File: src/rtl/muldivunit_pkg.sv
// Shared definitions for the semiMIPS iterative multiply/divide unit:
// op encodings, FSM states and the default operand width.
package muldivunit_pkg;

  localparam int MDU_WIDTH = 32;

  typedef enum logic [1:0] {
    OP_MULTU = 2'b00,
    OP_MULT  = 2'b01,
    OP_DIVU  = 2'b10,
    OP_DIV   = 2'b11
  } op_e;

  typedef enum logic [1:0] {
    IDLE = 2'b00,
    CALC = 2'b01,
    FIX  = 2'b10
  } state_e;

endpackage

File: src/rtl/muldivunit.sv
// Iterative MULT/MULTU (shift-add) and DIV/DIVU (restoring) unit, one bit per
// cycle, owning the architectural HI/LO registers and the MTHI/MTLO write path.
module muldivunit
  import muldivunit_pkg::*;
#(
  parameter int WIDTH = MDU_WIDTH
) (
  input  logic             clk,
  input  logic             rst,
  input  logic             start,
  input  logic [1:0]       op,
  input  logic [WIDTH-1:0] opa,
  input  logic [WIDTH-1:0] opb,
  input  logic             hiwe,
  input  logic             lowe,
  input  logic [WIDTH-1:0] wdata,
  output logic             busy,
  output logic             done,
  output logic             divzero,
  output logic [WIDTH-1:0] hi,
  output logic [WIDTH-1:0] lo
);

  localparam int CW = (WIDTH > 1) ? $clog2(WIDTH) : 1;
  localparam logic [WIDTH-1:0]   ONE_W  = WIDTH'(1);
  localparam logic [2*WIDTH-1:0] ONE_2W = (2 * WIDTH)'(1);

  state_e               state_q;
  op_e                  op_q;
  logic [2*WIDTH-1:0]   acc_q;
  logic [2*WIDTH-1:0]   acc_d;
  logic [WIDTH-1:0]     b_q;
  logic [WIDTH-1:0]     opa_q;
  logic [CW-1:0]        count_q;
  logic                 neg_res_q;
  logic                 neg_rem_q;
  logic                 dz_q;
  logic                 done_q;
  logic                 divzero_q;
  logic [WIDTH-1:0]     hi_q;
  logic [WIDTH-1:0]     lo_q;

  // Operand conditioning at start: magnitudes plus sign flags for signed ops.
  logic             is_signed;
  logic             is_div;
  logic             opa_neg;
  logic             opb_neg;
  logic [WIDTH-1:0] opa_mag;
  logic [WIDTH-1:0] opb_mag;

  assign is_signed = op[0];
  assign is_div    = op[1];
  assign opa_neg   = is_signed & opa[WIDTH-1];
  assign opb_neg   = is_signed & opb[WIDTH-1];
  assign opa_mag   = opa_neg ? (~opa + ONE_W) : opa;
  assign opb_mag   = opb_neg ? (~opb + ONE_W) : opb;

  // One iteration step. The accumulator is {upper, lower}: for multiply the
  // lower half holds the not-yet-consumed multiplier bits; for divide it is
  // {rem, quo}.
  logic [WIDTH:0]   mul_sum;
  logic [WIDTH+1:0] div_diff;
  logic             div_borrow;

  always_comb begin
    mul_sum    = {1'b0, acc_q[2*WIDTH-1:WIDTH]} + (acc_q[0] ? {1'b0, b_q} : '0);
    div_diff   = {1'b0, acc_q[2*WIDTH-1:WIDTH-1]} - {2'b00, b_q};
    div_borrow = div_diff[WIDTH+1];
    if (op_q[1]) begin
      acc_d = div_borrow ? {acc_q[2*WIDTH-2:0], 1'b0}
                         : {div_diff[WIDTH-1:0], acc_q[WIDTH-2:0], 1'b1};
    end else begin
      acc_d = {mul_sum, acc_q[WIDTH-1:1]};
    end
  end

  // Sign correction applied in FIX.
  logic [2*WIDTH-1:0] prod_fix;
  logic [WIDTH-1:0]   quo_fix;
  logic [WIDTH-1:0]   rem_fix;

  always_comb begin
    prod_fix = neg_res_q ? (~acc_q + ONE_2W) : acc_q;
    quo_fix  = neg_res_q ? (~acc_q[WIDTH-1:0] + ONE_W) : acc_q[WIDTH-1:0];
    rem_fix  = neg_rem_q ? (~acc_q[2*WIDTH-1:WIDTH] + ONE_W) : acc_q[2*WIDTH-1:WIDTH];
  end

  // NOTE: all state updates use non-blocking assignments so every register
  // sees pre-edge values of the others, independent of statement order.
  always_ff @(posedge clk or posedge rst) begin
    if (rst) begin
      state_q   <= IDLE;
      op_q      <= OP_MULTU;
      acc_q     <= '0;
      b_q       <= '0;
      opa_q     <= '0;
      count_q   <= '0;
      neg_res_q <= 1'b0;
      neg_rem_q <= 1'b0;
      dz_q      <= 1'b0;
      done_q    <= 1'b0;
      divzero_q <= 1'b0;
      hi_q      <= '0;
      lo_q      <= '0;
    end else begin
      done_q    <= 1'b0;
      divzero_q <= 1'b0;
      unique case (state_q)
        IDLE: begin
          if (hiwe) hi_q <= wdata;
          if (lowe) lo_q <= wdata;
          if (start) begin
            op_q      <= op_e'(op);
            acc_q     <= {{WIDTH{1'b0}}, (is_div ? opa_mag : opb_mag)};
            b_q       <= is_div ? opb_mag : opa_mag;
            opa_q     <= opa;
            neg_res_q <= opa_neg ^ opb_neg;
            neg_rem_q <= opa_neg;
            dz_q      <= is_div && (opb == '0);
            count_q   <= CW'(WIDTH - 1);
            state_q   <= CALC;
          end
        end
        CALC: begin
          acc_q <= acc_d;
          if (count_q == '0) begin
            state_q <= FIX;
          end else begin
            count_q <= count_q - CW'(1);
          end
        end
        FIX: begin
          if (!op_q[1]) begin
            hi_q <= prod_fix[2*WIDTH-1:WIDTH];
            lo_q <= prod_fix[WIDTH-1:0];
          end else if (dz_q) begin
            hi_q <= opa_q;
            lo_q <= '1;
          end else begin
            hi_q <= rem_fix;
            lo_q <= quo_fix;
          end
          done_q    <= 1'b1;
          divzero_q <= dz_q;
          state_q   <= IDLE;
        end
        default: state_q <= IDLE;
      endcase
    end
  end

  assign busy    = (state_q != IDLE);
  assign done    = done_q;
  assign divzero = divzero_q;
  assign hi      = hi_q;
  assign lo      = lo_q;

endmodule

File: config.mk
export PLATFORM = sky130hd
export DESIGN_NAME = muldivunit
export DESIGN_NICKNAME = d
export VERILOG_FILES = /design/src/rtl/muldivunit_pkg.sv /design/src/rtl/muldivunit.sv
export SDC_FILE = /design/constraint.sdc
export NUM_CORES = 1
export LEC_CHECK = 0
export CAP_MARGIN = 10
export CORE_AREA = 2 2 209 211
export CTS_CLUSTER_SIZE = 12
export DETAILED_ROUTE_END_ITERATION = 12
export DIE_AREA = 0 0 211 213
export HOLD_SLACK_MARGIN = 0.02
export PLACE_DENSITY = 0.65
export SLEW_MARGIN = 15
export SYNTH_ARGS = -nofsm -noshare
export SYNTH_HDL_FRONTEND = slang
export SYNTH_SLANG_ARGS = --single-unit
File: constraint.sdc
create_clock -name clk -period 9.9 [get_ports clk]
set_input_delay 2.97 -clock clk [delete_from_list [all_inputs] [get_ports clk]]
set_output_delay 2.97 -clock clk [all_outputs]
set_load 0.03 [all_outputs]
; Yosys cells after proc, flatten, opt, wreduce, memory -nomap -nowiden
; Cells that the tools add are included.
[totals]
regBits = 206
in_bits = 103
out_inout_bits = 67
word_cells = 77
[classes]
add_sub_neg = 8
eq_ne = 7
n_mux = 28
n_bitwise = 8
reduce_logical = 13
[op_table]
columns = cell, count
row1 = 2-to-1 mux 32 bit, 13
row2 = 2-to-1 mux 64 bit, 4
row3 = adder 32 x 1 -> 32 bit (second input constant), 4
row4 = NOT 32 bit, 4
row5 = one-hot mux 32 bit (2 select lines), 2
row6 = one-hot mux 64 bit (2 select lines), 1
row7 = adder 64 x 1 -> 64 bit (second input constant), 1
row8 = NOT 64 bit, 1
row9 = subtractor 33 x 32 -> 34 bit, 1
row10 = adder 32 x 32 -> 33 bit, 1
row11 = logical NOT 32 bit, 1
row12 = 2-to-1 mux 5 bit, 2
row13 = inequality test 2 bit (second input constant), 5
row14 = one-hot mux 5 bit (2 select lines), 1
row15 = AND reduction 2 bit, 5
row16 = nonzero test 2 bit, 3
row17 = logical NOT 5 bit, 1
row18 = subtractor 5 x 1 -> 5 bit (second input constant), 1
row19 = 2-to-1 mux 2 bit, 2
row20 = one-hot mux 2 bit (2 select lines), 1
row21 = AND reduction 3 bit, 1
row22 = bitwise AND 1 bit, 2
row23 = equality test 2 x 1 -> 1 bit (second input constant), 1
row24 = equality test 2 bit (second input constant), 1
row25 = 4 further kinds, 5

; Logic depth before layout (Yosys ltp)
; Gate-level depths: netlist of the first run.
[depth]
depth_word = 6
ltp_mapped = 14
depth_no_buf = 13

; Worst setup path after synthesis of the first run
; OpenSTA, ideal clock, no wires.
[synth_timing]
kind = in2reg
startpoint = in opb[3]
endpoint = reg acc_q[25]
setup_ps = 125
arrival_time_ps = 5474
required_time_ps = 9775
slack_ps = 4301
path_stages = 9
path_buffers = 0
path_cell_list = or3_1 or4_1 or4_1 nand2b_1 o41ai_1 xnor2_1 o211ai_1 o21ai_0 mux2_2
[synth_via]
elab_chain_len = 6
[synth_lines]
columns = item, line
row1 = start: declaration, muldivunit.sv:13  ; input logic [WIDTH-1:0] opb,
row2 = NOT 32 bit, muldivunit.sv:56  ; assign opb_mag = opb_neg ? (~opb + ONE_W) : opb;
row3 = adder 32 x 1 -> 32 bit, muldivunit.sv:56
row4 = 2-to-1 mux 32 bit, muldivunit.sv:56
row5 = 2-to-1 mux 32 bit, muldivunit.sv:114  ; acc_q <= {{WIDTH{1'b0}}, (is_div ? opa_mag : opb_mag)};
row6 = 2-to-1 mux 64 bit, muldivunit.sv:112  ; if (start) begin
row7 = one-hot mux 64 bit (2 select lines), muldivunit.sv:108  ; unique case (state_q)
row8 = end signal: assignment, muldivunit.sv:114
row9 = end: declaration, muldivunit.sv:30  ; logic [2*WIDTH-1:0] acc_q;
; Every way passes these cells. The select of a mux whose other input is x is not followed.
; A chain may end at the register's enable or synchronous reset.

; Worst setup path after layout of the first run
; Ends and elaborated chain as after synthesis.

==> metrics.yaml, run 1 <==
power_frac_seq_pct: 25.3
critPathTopFamily: "simple AND/OR/NAND/NOR gates"
slew_violations: 0
synthTopCellsByCount: "252 x nand2_1, 242 x o21ai_0, 205 x dfrtp_1, 205 x nor2_1, 185 x a21oi_1"
coreArea_um2: 42700
firstDrtPassIters: 6
p_int_mw: 3.65
initial_core_util_pct: 39.5
drt.antenna.violating_nets: 0
cts_tree: "built"
grt_usage_pct: 27.9
arrival_ps: 6310
die_x_um: 211
yosysUniqueCellTypes: 78
p_sw_mw: 3.81
power.density_nw_per_um2: 380
worstPathCellList: "clkdlybuf4s50_1 -> or3_1 -> or4_1 -> or4_1 -> nand2b_1 -> o41ai_1 -> xnor2_1 -> o211ai_1 -> o21ai_0 -> mux2_2"
finalCriticalPeriod_ps: 5870
synth-main-ff-cell: "dfrtp_1"
synth_nets: 2328
final_nets: 2404
synth_top_family_by_area: "compound AO/OA/AOI/OAI gates"
cp_max_fo: 5
whs_ps: 473
post-place-ws_ps: 3470
yosysWarningCount: 0
ios: 170
syn_area_per_cell_um2: 7.83
fmax_ghz: 0.170
synth_top_area_share_pct: 30.4
dp.cells: 2746
max-slew-margin-rel_pct: 22.7
worst_slew_pin_slew_ps: 1160
die-height_um: 213
antenna_found_initial: 3
end_kind: "flop"
synth.area.top_cells: "dfrtp_1 30%, o21ai_0 7.2%, nand2_1 5.6%"
clk_latency_ps: 560
worst_slack_ps: 4030
critPathRequiredTime_ps: 10340
yosysTopAreaCell: "dfrtp_1"
synth-edff-count: 0
synth_most_common_cell: "nand2_1"
grt_pass1_wl_um: 96700
status: "complete, no violations"
peakVddDrop_uv: 145
cts_setup_buffers: 0
detail_route.wl_per_cell_um: 23.0
overflow: 0
cap_viol_max_count: 0
ys_ff_latch: 205
holdBufCountCts: 0
critical_path_buf_inv_count: 1
skew_ps: 20.7
clkTransAtPathRegs_ps: 60
muxShareOfSynthArea_pct: 5.48
setup_viol: 0
syn-cell-area_um2: 16900
async_reset_ff_share_pct: 100
path_class: "primary input to flop"
cts_max_level: 1
path_common_cell: "or4_1"
hold_path.class: "flop to flop"
synth_seq_area_share_pct: 30.4
gp_congestion: 0.957
clkPwrFrac_pct: 11.9
finalHoldViolCount: 0
drive_above_1_share_pct: 6.06
first_iter_violations: 1877
cp_slowest_stage_delay_ps: 660
num_rows: 76
synth-simple-area-share_pct: 18.4
post_cts_resized: 0
grt_pass1_vias: 15900
place_area_um2: 18900
synth_cells: 2153
portBuffers: 169
power.leakage_nw: 8.13
vias: 17100
final_cells: 2792
antenna_cells: 0
cts_made_buffers: 26
start_kind: "primary input"
vias_per_cell: 6.14
tns_ps: 0
synth_xor_area_share_pct: 9.04
final_area_um2: 19700
clockBufferDepth: 3
switching_share_pct: 51.1
rsz0062_at_grt: "false"
comb_power_share_pct: 62.9
areaGrowthSynthToFinish_pct: 16.7
finalCritPeriodShare_pct: 59.3
dpl.hpwl_um: 49200
finalWirelength_um: 64100
synth_fa_ha_area_share_pct: 5.43
cts_sinks: 205
root_buffer: "clkbuf_16"
critPathSlowestCell: "or4_1"
drc: 0
grt_max_degree: 108
dieArea_um2: 44900
synth_compound_area_share_pct: 26.4
## cells by family after synthesis
family                     after synthesis
AOI/OAI and AO/OA                      729
and+or+nand+nor                        675
DFF                                    205
buffers and inverters                  211
muxes                                   87
xor gates and xnor gates               174
adders and majority gates               72
## metal layers
layer  track usage, %  wire length (µm)  part of all wire [%]  vias to the layer above
met1             40.4             28300                    44                     8328
li1                 -                 -                     -                     7933
met2             42.9             28300                    44                      755
met3             3.90              5440                   8.5                      114
met4             8.74              2140                   3.3                        4
met5                0                22                 0.034                        -
## final cells by class
class / instances / area [µm²]
Inverter: 70 / 270
Multi-Input combinational cell: 1737 / 11000
Sequential cell: 205 / 5130
Clock inverter: 8 / 57.6
Fill cell: 4215 / 23000
Tap cell: 546 / 683
Timing Repair Buffer: 189 / 1860
Clock buffer: 37 / 712
## power groups by stage
stage | clock network (mW) | logic (mW) | registers (mW)
floorplan | 0 | 3.19 | 1.78
global placement | 0 | 4.52 | 1.86
detailed placement | 0 | 4.60 | 1.87
CTS | 0.895 | 4.62 | 1.86
global route | 0.926 | 5.11 | 1.93
finish | 0.886 | 4.69 | 1.89
## flip-flops by register name, indices dropped and copies added (netlist names)
| register | cells |
|---|---|
| count_q | 5 |
| b_q | 32 |
| hi | 32 |
| done | 1 |
| lo | 32 |
| op_q | 1 |
| opa_q | 32 |
| acc_q | 64 |
| state_q | 2 |
| neg_rem_q | 1 |
| neg_res_q | 1 |
| divzero | 1 |
| dz_q | 1 |
## path summary, 6_finish.rpt
| kind | from | end | slack (ps) | cells past startpoint |
|---|---|---|---|---|
| worst max-delay path | opb[3] | acc_q[25] | 4030 | 10 |
| min in group asynchronous | rst | hi[25] | 2890 | 2 |
| max in group asynchronous | rst | opa_q[24] | 5580 | 3 |
| worst min-delay path | lo[24] | lo[24] | 470 | 2 |
| worst min register to register | lo[24] | lo[24] | 470 | 2 |
| worst max register to register | acc_q[0] | acc_q[63] | 5560 | 13 |
## worst min-delay path, stage by stage (launching register included)
cell and delay, ps:
dfrtp_1 340, nand2_1 40, o21ai_0 60
## per-stage QoR
stage	utilization, %	total power [mW]
2_1_floorplan	-	4.97
3_3_place_gp	44.2	6.38
3_5_place_dp	44.2	6.47
4_1_cts	46.0	7.38
5_1_grt	46.1	7.96
6_report	46.1	7.47
## cells in the final DEF, fill, tap and decap left out, drive strengths merged, types with 11 or more instances in the layout
| cell type | count |
|---|---|
| o41ai | 15 |
| xor2 | 67 |
| a22oi | 16 |
| and3 | 18 |
| mux2i | 47 |
| nand2 | 252 |
| nor2 | 205 |
| or3 | 25 |
| a211oi | 25 |
| clkdlybuf4s50 | 168 |
| nand2b | 13 |
| a221oi | 11 |
| clkbuf | 37 |
| a21o | 35 |
| nor3 | 25 |
| nor2b | 16 |
| o22ai | 46 |
| mux2 | 40 |
| ha | 70 |
| o21ai | 249 |
| a31oi | 20 |
| or4 | 23 |
| and2 | 11 |
| buf | 21 |
| xnor2 | 107 |
| nand3 | 33 |
| or2 | 14 |
| o31ai | 33 |
| o211ai | 26 |
| inv | 69 |
| a21oi | 185 |
| dfrtp | 205 |
| nand4 | 12 |
No activity file was read; power rests on OpenSTA's default activity.
==> run 2, diff against run 1 <==
Clock period 9.9 ns to 6 ns, I/O delays scaled along.
==> metrics.yaml, run 2 (synthesis gave the netlist of run 1 again) <==
final_common_cell: "nand2_1"
cts_sinks: 205
detail_route.wl_per_cell_um: 23.0
grt_pass1_vias: 16000
end_kind: "flop"
ios: 170
cp_max_fo: 5
power.leakage_nw: 8.24
cts_max_level: 1
p_total_mw: 12.6
skew_ps: 15.8
use_met3_pct: 3.85
worst_slew_pin_slew_ps: 1100
mostFrequentLayoutCells: "251 x nand2_1, 242 x o21ai_0, 204 x dfrtp_1"
die_x_um: 211
drt.antenna.violating_nets: 0
dpl.hpwl_um: 49500
use_met2_pct: 43.6
dieArea_um2: 44900
rsz0062_at_grt: "false"
initial_core_util_pct: 39.5
critPathRequiredTime_ps: 6450
start_kind: "primary input"
drive_above_1_share_pct: 6.61
regMostFlops: "acc_q"
coreArea_um2: 42700
nFillCells: 4144
gp_congestion: 0.966
clk_latency_ps: 560
antenna_found_initial: 1
grt_usage_pct: 28.2
firstDrtPassIters: 6
finalCritPeriodShare_pct: 78.3
drc: 0
hold_start: "lo[28]"
grt_pass1_wl_um: 97400
first_iter_violations: 1690
grt_max_degree: 98
clockBufferDepth: 3
hold_path.class: "flop to flop"
overflow: 0
arrival_ps: 5150
critPathSlowestCell: "or4_1"
max-slew-margin-rel_pct: 26.5
final_nets: 2409
finalHoldViolCount: 0
r2r-start: "acc_q[0]"
areaGrowthSynthToFinish_pct: 18.0
power.density_nw_per_um2: 634
cts_made_buffers: 26
antenna_cells: 0
peakVddDrop_uv: 226
status: "complete, no violations"
portBuffers: 169
critical_path_buf_inv_count: 1
slew_violations: 0
cap_viol_max_count: 0
cts_setup_buffers: 0
fmax_ghz: 0.213
worstPathCellList: "clkdlybuf4s50_1 -> or3_1 -> or4_1 -> or4_1 -> nand2b_1 -> o41ai_1 -> xnor2_1 -> o211ai_1 -> o21ai_0 -> mux2_2"
holdBufCountCts: 0
clkTransAtPathRegs_ps: 60
finalCriticalPeriod_ps: 4700
path_class: "primary input to flop"
num_rows: 76
vias: 17000
setup_viol: 0
root_buffer: "clkbuf_16"
die-height_um: 213
critPathTopFamily: "simple AND/OR/NAND/NOR gates"
finalWirelength_um: 64400
path_common_cell: "or4_1"
busiest_layer: "met2"
crit_start: "opb[3]"
vias_per_cell: 6.07
cts_tree: "built"
post_cts_resized: 0
use_met1_pct: 40.5
cp_slowest_stage_delay_ps: 660
largest_reg_flops: 64
tns_ps: 0
run 2: cell types whose count changed in the layout (fill, tap and decap cells not counted):
| cell | delta |
|---|---|
| clkbuf_1 | -6 |
| clkinv_2 | -1 |
| buf_4 | +3 |
| clkinvlp_4 | +2 |
| clkbuf_8 | +3 |
| inv_8 | -1 |
| buf_12 | +2 |
| bufinv_16 | +5 |
run 2: report_power, final:
part	total, mW	switching [mW]	internal [mW]
clock network	1.73	0.659	1.07
logic	7.76	4.63	3.13
registers	3.13	1.05	2.08
run 2: layout make-up:
cell class	instances	area (µm²)	share of cell area, %
clock buffers	34	731	3.67
clock inverters	13	210	1.06
inverters	70	267	1.34
multi-input cells	1737	11000	55.1
flip-flops and latches	205	5130	25.8
well taps	546	683	3.43
repair buffers	194	1920	9.64
run 2: per-stage QoR:
step                instance area [µm²]  util, %  hold WS, ps  setup WS [ps]  std cells
floorplan                         16900        -          445           1540       2153
global placement                  18900     44.3          462            757       2751
detailed placement                18900     44.3          472            755       2751
CTS                               19900     46.5          486           1330       2798
global route                      19900     46.6          508           1130       2799
finish                            19900     46.6          477           1300       2799
run 2: worst reg2reg max path: cells and delay by family, from the launching register on:
| family | cells | cell delay (ps) |
|---|---|---|
| AND/OR/NAND/NOR | 1 | 90 |
| buffers and inverters | 2 | 880 |
| adder cells (fa/ha/maj) | 1 | 350 |
| AO/OA/AOI/OAI | 9 | 2530 |
| flip-flops | 1 | 380 |
run 2: per-layer routing:
layer	share of wire (%)	routed length (µm)
met1	45	28700
met2	44	28300
met3	8.0	5160
met4	3.5	2270
met5	0.017	11
run 2: final timing paths:
| path | slack (ps) | end | cells after the start |
|---|---|---|---|
| hold / removal | 480 | lo[28] | 2 |
| setup reg to reg | 1640 | acc_q[63] | 13 |
| min in group asynchronous | 1820 | hi[29] | 2 |
| hold reg to reg | 480 | lo[28] | 2 |
| max in group asynchronous | 3160 | opa_q[21] | 3 |
| setup / recovery | 1300 | acc_q[25] | 10 |
